--- config.mk ---
export PLATFORM = sky130hd
export DESIGN_NAME = btb_write_sched
export DESIGN_NICKNAME = d
export VERILOG_FILES = /design/src/rtl/btb_write_sched.sv
export SDC_FILE = /design/constraint.sdc
export NUM_CORES = 1
export LEC_CHECK = 0
export ABC_AREA = 0
export ABC_CLOCK_PERIOD_IN_PS = 4900
export CAP_MARGIN = 15
export CORE_ASPECT_RATIO = 1.25
export CORE_MARGIN = 10
export CORE_UTILIZATION = 52
export CTS_BUF_LIST = sky130_fd_sc_hd__clkbuf_8 sky130_fd_sc_hd__clkbuf_16
export CTS_CLUSTER_SIZE = 30
export DETAILED_ROUTE_END_ITERATION = 10
export GPL_ROUTABILITY_DRIVEN = 0
export PLACE_DENSITY = 0.81
export SLEW_MARGIN = 25
export SYNTH_ARGS = -nofsm -noshare
export SYNTH_HDL_FRONTEND = slang
export SYNTH_SLANG_ARGS = --single-unit
--- constraint.sdc ---
create_clock -name clk -period 4.9 [get_ports clk]
set_input_delay 0.49 -clock clk [delete_from_list [all_inputs] [get_ports clk]]
set_output_delay 0.49 -clock clk [all_outputs]
set_load 0.005 [all_outputs]
--- src/rtl/btb_write_sched.sv ---
// btb_write_sched: arbitrates the single BTB write port between queued
// decode-stage corrections and a full-table invalidate sweep, and gates
// fetch prediction while the sweep runs.
// Optional build macro BTB_SCHED_STATS_EN adds saturating activity counters;
// without it the stat_* ports are tied to zero.
module btb_write_sched #(
  parameter int IDX_W      = 8,
  parameter int ADDR_W     = 32,
  parameter int FIFO_DEPTH = 4
) (
  input  logic              clk,
  input  logic              rst_n,
  input  logic              upd_valid,
  input  logic              upd_inval,
  input  logic [ADDR_W-1:0] upd_pc,
  input  logic [ADDR_W-1:0] upd_target,
  output logic              upd_ready,
  input  logic              flush_req,
  output logic              flush_busy,
  output logic              flush_done,
  output logic              pred_en,
  output logic              upd_ovf,
  output logic              btb_we,
  output logic [IDX_W-1:0]  btb_idx,
  output logic [ADDR_W:0]   btb_wdata,
  output logic [15:0]       stat_installs,
  output logic [15:0]       stat_invals,
  output logic [7:0]        stat_flushes
);

  localparam int PTR_W = $clog2(FIFO_DEPTH);
  localparam int CNT_W = PTR_W + 1;
  localparam int ENT_W = IDX_W + ADDR_W + 1;

  typedef enum logic [1:0] {
    S_IDLE  = 2'd0,
    S_FLUSH = 2'd1,
    S_DONE  = 2'd2
  } state_t;

  state_t             state_q, state_d;
  logic [IDX_W-1:0]   sweep_q, sweep_d;
  logic [PTR_W-1:0]   wr_ptr_q, rd_ptr_q;
  logic [CNT_W-1:0]   cnt_q;
  logic [ENT_W-1:0]   fifo_mem [FIFO_DEPTH];
  logic [ENT_W-1:0]   entry_in;
  logic [ENT_W-1:0]   head;
  logic               push;
  logic               pop;
  logic               discard;
  logic               unused_pc_bits;

  // Only the index bits of the PC select a BTB entry.
  assign unused_pc_bits = ^{upd_pc[ADDR_W-1:IDX_W+2], upd_pc[1:0]};

  assign upd_ready  = (cnt_q != CNT_W'(FIFO_DEPTH));
  assign push       = upd_valid & upd_ready;
  assign entry_in   = {upd_pc[IDX_W+1:2],
                       upd_inval ? {(ADDR_W+1){1'b0}} : {1'b1, upd_target}};
  assign head       = fifo_mem[rd_ptr_q];
  assign flush_busy = (state_q != S_IDLE);
  assign pred_en    = ~flush_busy;

  // Next-state, write-port mux and FIFO pop/discard decisions.
  always_comb begin
    state_d    = state_q;
    sweep_d    = sweep_q;
    btb_we     = 1'b0;
    btb_idx    = '0;
    btb_wdata  = '0;
    flush_done = 1'b0;
    pop        = 1'b0;
    discard    = 1'b0;
    case (state_q)
      S_IDLE: begin
        if (flush_req) begin
          // Queued corrections predate the flush and are dropped; the
          // sweep owns the write port from the next cycle.
          state_d = S_FLUSH;
          sweep_d = '0;
          discard = 1'b1;
        end else if (cnt_q != '0) begin
          btb_we    = 1'b1;
          btb_idx   = head[ENT_W-1 -: IDX_W];
          btb_wdata = head[ADDR_W:0];
          pop       = 1'b1;
        end
      end
      S_FLUSH: begin
        btb_we  = 1'b1;
        btb_idx = sweep_q;
        sweep_d = sweep_q + 1'b1;
        if (&sweep_q) begin
          state_d = S_DONE;
        end
      end
      S_DONE: begin
        flush_done = 1'b1;
        state_d    = S_IDLE;
      end
      default: begin
        state_d = S_IDLE;
      end
    endcase
  end

  // State and sweep counter registers.
  always_ff @(posedge clk or negedge rst_n) begin
    if (!rst_n) begin
      state_q <= S_IDLE;
      sweep_q <= '0;
    end else begin
      state_q <= state_d;
      sweep_q <= sweep_d;
    end
  end

  // FIFO pointers, occupancy and sticky overflow flag.
  always_ff @(posedge clk or negedge rst_n) begin
    if (!rst_n) begin
      wr_ptr_q <= '0;
      rd_ptr_q <= '0;
      cnt_q    <= '0;
      upd_ovf  <= 1'b0;
    end else begin
      wr_ptr_q <= wr_ptr_q + PTR_W'(push);
      if (discard) begin
        // Everything already queued is skipped; a same-cycle push survives.
        rd_ptr_q <= wr_ptr_q;
        cnt_q    <= CNT_W'(push);
      end else begin
        rd_ptr_q <= rd_ptr_q + PTR_W'(pop);
        cnt_q    <= cnt_q + CNT_W'(push) - CNT_W'(pop);
      end
      if (upd_valid && !upd_ready) begin
        upd_ovf <= 1'b1;
      end
    end
  end

  // FIFO storage; contents are only meaningful under the occupancy count.
  always_ff @(posedge clk) begin
    if (push) begin
      fifo_mem[wr_ptr_q] <= entry_in;
    end
  end

`ifdef BTB_SCHED_STATS_EN
  // Saturating activity counters for queued writes and completed sweeps.
  always_ff @(posedge clk or negedge rst_n) begin
    if (!rst_n) begin
      stat_installs <= '0;
      stat_invals   <= '0;
      stat_flushes  <= '0;
    end else begin
      if (pop && head[ADDR_W] && (stat_installs != '1)) begin
        stat_installs <= stat_installs + 1'b1;
      end
      if (pop && !head[ADDR_W] && (stat_invals != '1)) begin
        stat_invals <= stat_invals + 1'b1;
      end
      if ((state_q == S_DONE) && (stat_flushes != '1)) begin
        stat_flushes <= stat_flushes + 1'b1;
      end
    end
  end
`else
  assign stat_installs = '0;
  assign stat_invals   = '0;
  assign stat_flushes  = '0;
`endif

endmodule

==> results.ini <==
[critical_path]
critPathMaxStageDelay_ps = 820
worstPathArrival_ps = 2780
crit_fanout = 31
worstPathCellList = buf_4, mux4_2, and3_1, clkdlybuf4s50_1
startpoint_type = flop
critical_path_class = flop to output pin
cp-end-kind = output pin
worst_path_max_delay_cell = dfrtp_4
critical_path_required_ps = 4410

[sta]
fin_ws_ps = 1630
slew_headroom = 0.432
timing.final.crit_share = 0.668
rsz0062_at_grt = false
tns_ps = 0
hold_viol = 0
slew_viol_final = 0
setup_viol = 0
fin_skew_ps = 9.01
fmax_mhz = 305
min_period_ps = 3270
worstMarginPinSlew_ps = 849

[global_routing]
grt_overflow = 0
antenna_found_initial = 1
grt_pass1_vias = 4329
grt_use_total = 0.156
grt_max_degree = 44
grt_pass1_wl_mm = 24.2

[clock_network]
clockRootBuffer = clkbuf_16
postCtsResizedCells = 0
cts_max_level = 4
cts_buffers = 17
clk_latency_ps = 420
clk_pin_slew_worst_paths_ps = 70
cts_tree = done
clock_path_buffers = 2
post-cts-setup-buffers = 0
clkSinkCount = 182
cts_hold_buf = 0

[power]
total_leakage_power_uw = 0.00332
max-vdd-ir-drop_mv = 0.285
power_density_nw_per_um2 = 503

[synth]
yosysSeqAreaShare = 0.694
syn-instance-count = 442
ys_warn_count = 0
async_flop_share = 0.0989
synthFlopType = edfxtp_1
syn_area_um2 = 7740
synth_edf_count = 164
synth_cell_types = 42
synthesis.area_per_instance_um2 = 17.5
ys_seq_elements = 182

[status]
outcome = finished clean

[detailed_routing]
drt-total-wl_mm = 15.4
drtIter0Drc = 332
vias = 4109
ant_nets = 0
drc_errors = 0
viasPerCell = 5.64
wl_per_cell_um = 21.2
drtPass1Iterations = 5

[run]
maxCapViolCount = 0

[floorplan]
core-area_um2 = 14500
die_x_um = 129
num_rows = 49
die_area_um2 = 20200
die_h_um = 156
initial_utilization = 0.535
num_io_pins = 156

[final_layout]
drive_gt1_frac = 0.169
design_area_um2 = 9240
area_delta_synth_final_pct = 19.3
final_common_cell = edfxtp_1
fillers = 986
final_cell_mix = edfxtp_1 (164), clkdlybuf4s50_1 (91), mux4_2 (41)
layout.nets = 611

[placement]
hpwl_mm = 9.49
portBuffers = 91
place_area_um2 = 8690
place_ws_ps = 1550

[min_path]
min-delay-path-class = flop to flop

cells by family (layout without fill, tap and decap cells):
family / after synthesis / count (layout) / share of synthesized area
buf+inv: 70 / 139 / 0.0606
flops: 182 / 182 / 0.694
compound gates: 22 / 22 / 0.0204
mux: 44 / 44 / 0.123
fa+ha+maj: 4 / 4 / 0.00744
other cells: 1 / 41 / 0.000484
simple gates: 116 / 116 / 0.0902
xor+xnor: 3 / 3 / 0.00339
synth_stat cells (all sizes together), types with 5 or more instances:
cell type	n	area, µm²
and3	38	238
edfxtp	164	4920
clkbuf	12	45.0
mux4	41	923
a22o	8	70.1
inv	6	22.5
o21ai	5	25.0
nand2	16	60.1
nor2b	34	213
dfrtp	18	450
buf	52	402
critical path, delay by kind of cell (launching register included):
kind / cells / cell delay, ps
muxes: 1 / 530
buffers and inverters: 2 / 780
and+or+nand+nor: 1 / 220
DFF: 1 / 820
per-layer routing:
metal / up-vias / track usage / part of all wire
met3: 21 / 0.0443 / 0.067
li1: 1827 / - / -
met2: 157 / 0.258 / 0.52
met1: 2104 / 0.190 / 0.40
met5: - / 0 / 0
met4: 0 / 0.0608 / 0.018
where the power goes:
part           switching, µW  internal (µW)  total (µW)
clock network            594            661        1260
registers                265           2060        2320
logic                    475            594        1070
path summary, 6_finish.rpt:
check                                 start            to  cells past startpoint  slack [ps]
worst max-delay path            rd_ptr_q[0]  btb_wdata[1]                      4        1630
worst min-delay path                upd_ovf       upd_ovf                      1         490
worst max register to register   state_q[1]      cnt_q[2]                      9        2040
worst min register to register      upd_ovf       upd_ovf                      1         490
max in group asynchronous             rst_n   rd_ptr_q[0]                      1        3730
min in group asynchronous             rst_n    sweep_q[5]                      1         560
per-stage QoR:
| stage | hold slack, ps | utilization | power [µW] | std cells |
|---|---|---|---|---|
| global route | 532 | 0.638 | 4880 | 729 |
| detailed placement | 485 | 0.600 | 3440 | 697 |
| global placement | 463 | 0.600 | 3390 | 697 |
| floorplan | 194 | - | 3080 | 481 |
| CTS | 501 | 0.638 | 4690 | 728 |
| finish | 489 | 0.638 | 4650 | 729 |
sequential cells by signal, indices dropped and copies added (netlist names):
register and flops:
fifo_mem 164, sweep_q 8, cnt_q 3, rd_ptr_q 2
state_q 2, wr_ptr_q 2, upd_ovf 1
final cells by class:
class | count | area, µm² | share of cell area
flip-flops and latches | 182 | 5380 | 0.583
well taps | 178 | 223 | 0.0241
clock inverters | 14 | 118 | 0.0127
diodes | 1 | 2.50 | 0.000271
multi-input cells | 229 | 2070 | 0.224
clock buffers | 17 | 425 | 0.0461
inverters | 6 | 22.5 | 0.00244
repair buffers | 102 | 993 | 0.108
(Power assumes the default switching activity.)
